--- src/rtl/timer_display_scan.sv ---
// Six-digit multiplexed common-anode 7-segment driver for the countdown timer (HH.MM.SS).
// Snapshots the time once per frame, blinks the edited digit, and flashes the display at 00.00.00.
module timer_display_scan #(
  parameter int DIGIT_CYC = 2,
  parameter int BLINK_CYC = 250
) (
  input  logic       clk_i,
  input  logic       reset_ni,
  input  logic [5:0] hour_i,
  input  logic [5:0] min_i,
  input  logic [5:0] sec_i,
  input  logic [2:0] digitp_i,
  input  logic       edit_i,
  output logic [5:0] an_o,
  output logic [6:0] seg_o,
  output logic       dp_o
);

  localparam int SC_W = (DIGIT_CYC > 1) ? $clog2(DIGIT_CYC) : 1;
  localparam int BC_W = $clog2(BLINK_CYC);
  localparam logic [SC_W-1:0] SC_LAST = SC_W'(DIGIT_CYC - 1);
  localparam logic [BC_W-1:0] BC_LAST = BC_W'(BLINK_CYC - 1);

  logic [2:0]      idx_q, idx_d;
  logic [SC_W-1:0] sc_q, sc_d;
  logic [BC_W-1:0] bc_q, bc_d;
  logic            blink_on_q, blink_on_d;
  logic [5:0]      hour_q, min_q, sec_q;
  logic [5:0]      an_q, an_d;
  logic [6:0]      seg_q, seg_d;
  logic            dp_q, dp_d;

  logic       scan_last, frame_end, snap_zero, blink_en, blank;
  logic [3:0] digit;

  function automatic logic [3:0] tens(input logic [5:0] v);
    return 4'(v / 6'd10);
  endfunction

  function automatic logic [3:0] ones(input logic [5:0] v);
    return 4'(v % 6'd10);
  endfunction

  function automatic logic [6:0] seg_code(input logic [3:0] d);
    case (d)
      4'd0:    return 7'b1000000;
      4'd1:    return 7'b1111001;
      4'd2:    return 7'b0100100;
      4'd3:    return 7'b0110000;
      4'd4:    return 7'b0011001;
      4'd5:    return 7'b0010010;
      4'd6:    return 7'b0000010;
      4'd7:    return 7'b1111000;
      4'd8:    return 7'b0000000;
      4'd9:    return 7'b0010000;
      default: return 7'b1111111;
    endcase
  endfunction

  always_comb begin
    // NOTE: every signal gets a default first so no path leaves it unassigned (no latch).
    digit      = 4'd0;
    scan_last  = (sc_q == SC_LAST);
    frame_end  = scan_last && (idx_q == 3'd5);
    snap_zero  = ((hour_q | min_q | sec_q) == 6'd0);
    blink_en   = edit_i | snap_zero;

    case (idx_q)
      3'd0:    digit = tens(hour_q);
      3'd1:    digit = ones(hour_q);
      3'd2:    digit = tens(min_q);
      3'd3:    digit = ones(min_q);
      3'd4:    digit = tens(sec_q);
      3'd5:    digit = ones(sec_q);
      default: digit = 4'd0;
    endcase

    // Positions 6/7 never equal idx, so an out-of-range edit pointer never blanks.
    blank = !blink_on_q && (edit_i ? (idx_q == digitp_i) : snap_zero);
    an_d  = blank ? 6'b111111 : ~(6'b000001 << idx_q);
    seg_d = seg_code(digit);
    dp_d  = !((idx_q == 3'd1) || (idx_q == 3'd3));

    sc_d  = scan_last ? '0 : sc_q + 1'b1;
    idx_d = idx_q;
    if (scan_last) idx_d = (idx_q == 3'd5) ? 3'd0 : idx_q + 3'd1;

    bc_d       = '0;
    blink_on_d = 1'b1;
    if (blink_en) begin
      bc_d       = (bc_q == BC_LAST) ? '0 : bc_q + 1'b1;
      blink_on_d = (bc_q == BC_LAST) ? ~blink_on_q : blink_on_q;
    end
  end

  // NOTE: sequential state uses non-blocking assignments so all registers update together.
  always_ff @(posedge clk_i or negedge reset_ni) begin
    if (!reset_ni) begin
      idx_q      <= 3'd0;
      sc_q       <= '0;
      bc_q       <= '0;
      blink_on_q <= 1'b1;
      hour_q     <= 6'd0;
      min_q      <= 6'd0;
      sec_q      <= 6'd0;
      an_q       <= 6'b111111;
      seg_q      <= 7'b1111111;
      dp_q       <= 1'b1;
    end else begin
      idx_q      <= idx_d;
      sc_q       <= sc_d;
      bc_q       <= bc_d;
      blink_on_q <= blink_on_d;
      an_q       <= an_d;
      seg_q      <= seg_d;
      dp_q       <= dp_d;
      if (frame_end) begin
        hour_q <= hour_i;
        min_q  <= min_i;
        sec_q  <= sec_i;
      end
    end
  end

  assign an_o  = an_q;
  assign seg_o = seg_q;
  assign dp_o  = dp_q;

endmodule

--- config.mk ---
export PLATFORM = sky130hd
export DESIGN_NAME = timer_display_scan
export DESIGN_NICKNAME = d
export VERILOG_FILES = /design/src/rtl/timer_display_scan.sv
export SDC_FILE = /design/constraint.sdc
export NUM_CORES = 1
export LEC_CHECK = 0
export CORE_UTILIZATION = 40
export CTS_BUF_LIST = sky130_fd_sc_hd__clkbuf_2 sky130_fd_sc_hd__clkbuf_4 sky130_fd_sc_hd__clkbuf_8
export CTS_CLUSTER_DIAMETER = 200
export DETAILED_ROUTE_END_ITERATION = 6
export PLACE_DENSITY = 0.72
export SYNTH_ARGS = -nofsm -noshare
export SYNTH_HDL_FRONTEND = slang
export SYNTH_SLANG_ARGS = --single-unit
--- constraint.sdc ---
create_clock -name clk_i -period 5.4 [get_ports clk_i]
set_clock_uncertainty 0.1 [all_clocks]
set_input_delay 1.08 -clock clk_i [delete_from_list [all_inputs] [get_ports clk_i]]
set_output_delay 1.08 -clock clk_i [all_outputs]
set_load 0.02 [all_outputs]
==> flow_summary.toml <==
[synth]
ys_ff_latch = 45
synth_top_family_by_area = "simple AND/OR/NAND/NOR gates"
synth_compound_area_share_pct = 16.93
async_flop_share_pct = 100.0
synth.avg_cell_area_sq_um = 9.799
synth_edf_count = 0
synth.mux.area_fraction_pct = 9.931
yosysUniqueCellTypes = 68
seq_area_frac_synth_pct = 41.88
synth_warnings = 0
synthAdderAreaFrac_pct = 4.485
synth-simple-area-share_pct = 18.08
netlist_area_sq_um = 2734
synth_cells = 279
synthFlopType = "dfrtp_1"
synthXorXnorAreaFrac_pct = 4.439
synth_nets = 312

[cts]
cts_tree = "done"
cts_buffer_depth = 2
holdBufCountCts = 0
cts_buffers = 5
cts_sinks = 45
root_buffer = "clkbuf_8"
htree_levels = 2
clkTransAtPathRegs_ns = 0.09
post_cts_resized = 0
clock_latency_ns = 0.30
cts_setup_buffers = 0

[timing]
fmax_ghz = 0.2329
drv_slew = 0
worst_hold_slack_ns = 0.3993
hold_viol_final = 0
fin_crit_sh_pct = 79.52
finalSetupViolations = 0
relSlewSlack_pct = 35.81
finalSetupTns_ns = 0
rsz0062_at_grt = "no"
layout_min_cycle_time_ns = 4.294
worst_pin_slew_ns = 0.9629

[worst_setup_path]
crit_arrival_ns = 4.41
required_ns = 5.52
r2r_cells = 17
r2r-end = "seg_o[5]$_DFF_PN1_"
cp.depth = 17
crit_family = "simple AND/OR/NAND/NOR gates"
start_kind = "flop"
cp_slowest_cell = "or4_1"
path_cells = "inv_2 > nor2_1 > ha_1 > nand2_1 > and4_1 > nor2_2 > inv_1 > ha_1 > inv_1 > nor4_1 > or3_1 > or4_1 > nand3_1 > inv_1 > ha_1 > mux2_4 > a21oi_1"
cp-end-kind = "flop"
cpPeakStageDelay_ns = 0.51
worst-setup-path-type = "reg -> reg"
r2r_slack_ns = 1.11
crit_end = "seg_o[5]$_DFF_PN1_"
crit_fanout = 10
rr_startpoint = "idx_q[1]$_DFFE_PN0P_"
path_buf_inv = 4
critical_path.startpoint = "idx_q[1]$_DFFE_PN0P_"

[global_routing]
antenna_found_initial = 0
grt_usage_pct = 17.71
grt_max_degree = 46
grt_pass1_vias = 2133
grt_overflow_total = 0
grt_pass1_wl_microns = 10160

[route]
totalWireLength_microns = 5949
ant_nets = 0
wl_per_cell_microns = 15.14
post_drt_via_cell_ratio = 5.774
vias = 2269
drt_iter0_drc = 252
drc = 0
drtPass1Iterations = 7

[floorplan]
ios = 38
die_area_sq_um = 7169
core_sq_um = 6459
die_x_microns = 84.67
fp-row-count = 29
start_util_pct = 42.33
die_height_microns = 84.67

[pwr]
vdd_ir_drop_max_mv = 0.1720
powerDensity_nw_per_um2 = 218.0
p_total_mw = 0.7105
leakage_nw = 1.296

[place]
gp_congestion = 0.8989
io_buffers = 37
dpl_cell_area_sq_um = 3161
hpwl_microns = 4456

[finish]
antenna_cells = 0
drive_gt1_share_pct = 18.67
syn2layout_area_growth_pct = 19.22
nets = 348
final_area_sq_um = 3259
fill_cells = 595

[job]
maxCapViolCount = 0

[min_path]
hold_class = "reg -> reg"
worstHoldStart = "bc_q[0]$_DFF_PN0_"

[run_status]
status = "finished clean"
[metrics by stage]
| stage | util, % | std cells | worst slack (ns) |
|---|---|---|---|
| 2_1_floorplan | - | 279 | 1.258 |
| 3_3_place_gp | 48.93 | 385 | 1.328 |
| 3_5_place_dp | 48.93 | 385 | 1.180 |
| 4_1_cts | 50.46 | 393 | 1.127 |
| 5_1_grt | 50.46 | 393 | 0.7709 |
| 6_report | 50.46 | 393 | 1.106 |
[flip-flops by register name (all words and copies together), names as in the netlist, 3 cells and up]
| signal | cells |
|---|---|
| hour_q | 6 |
| an_o | 6 |
| bc_q | 8 |
| sec_q | 6 |
| min_q | 6 |
| seg_o | 7 |
| idx_q | 3 |
[kinds of logic (layout without fill, tap and decap cells)]
group / after synthesis / count (layout)
AOI/OAI and AO/OA: 67 / 67
xor gates and xnor gates: 13 / 13
adders and majority gates: 10 / 10
buffers and inverters: 26 / 63
DFF: 45 / 45
muxes: 23 / 23
and+or+nand+nor: 95 / 95
[metal layers]
metal  GRT usage (%)  wire (microns)  up-vias
met3           2.557             433       10
met5               0               0        -
met4           5.393              87        0
li1                -               -     1096
met1           24.72            2627     1056
met2           28.60            2800      107
[worst register-to-register path, stage by stage, from the launching register on]
cell,delay (ns)
dfrtp_1,0.48
inv_2,0.09
nor2_1,0.11
ha_1,0.34
nand2_1,0.09
and4_1,0.23
nor2_2,0.19
inv_1,0.14
ha_1,0.35
inv_1,0.10
nor4_1,0.08
or3_1,0.44
or4_1,0.51
nand3_1,0.21
inv_1,0.12
ha_1,0.23
mux2_4,0.26
a21oi_1,0.16
[Yosys cell counts (2+ instances only)]
cell	count	area share, %
a21o_1	2	0.55
inv_1	13	1.8
or4_1	3	0.82
a22o_1	4	1.3
a211oi_1	2	0.55
clkbuf_1	3	0.41
a221oi_1	2	0.64
or3_1	3	0.69
ha_1	9	4.1
a21oi_1	15	2.7
buf_1	2	0.27
nand3_1	7	1.3
o21ai_0	11	2.0
mux2_2	18	7.4
xnor2_1	9	2.9
dfstp_2	15	14
mux2_4	3	1.6
o211ai_1	3	0.82
nor2b_1	4	0.92
a221o_1	2	0.73
nand2_1	25	3.4
nor3_1	8	1.5
o22ai_1	3	0.69
dfrtp_1	30	27
a31oi_1	3	0.69
nor2_1	20	2.7
buf_2	4	0.73
nand2b_1	4	0.92
nand4_1	3	0.69
a2111oi_0	2	0.64
xor2_1	3	0.96
o21ai_1	2	0.37
nor4_1	7	1.6
[where the power goes]
part	switching (mW)	internal, mW	total [mW]
clock network	0.119	0.105	0.224
registers	0.0133	0.357	0.370
logic	0.0574	0.0591	0.116
[cell type report]
| cell class | count | area (sq um) | area share (%) |
|---|---|---|---|
| Clock buffer | 6 | 82.58 | 2.534 |
| Clock inverter | 2 | 16.27 | 0.4990 |
| Inverter | 15 | 58.81 | 1.804 |
| Multi-Input combinational cell | 208 | 1473 | 45.18 |
| Sequential cell | 45 | 1145 | 35.12 |
| Tap cell | 77 | 96.34 | 2.956 |
| Timing Repair Buffer | 40 | 387.9 | 11.90 |
[how the worst min path moves through the flow]
stage	to	slack [ns]	cells after the start
global route	bc_q[0]$_DFF_PN0_	0.43	1
detailed placement	bc_q[0]$_DFF_PN0_	0.39	1
floorplan	bc_q[0]$_DFF_PN0_	0.36	1
global placement	bc_q[0]$_DFF_PN0_	0.39	1
finish	bc_q[0]$_DFF_PN0_	0.40	1
CTS	bc_q[0]$_DFF_PN0_	0.40	1
[cell usage in the layout, fill, tap and decap left out, types with 8 or more instances in the layout]
master,count
dfrtp_1,30
o21ai_0,11
clkdlybuf4s50_1,36
dfstp_2,15
xnor2_1,9
inv_1,13
a21oi_1,15
nand2_1,25
nor2_1,20
ha_1,9
nor3_1,8
mux2_2,18
Note: power is estimated with default switching activity, not from simulation.
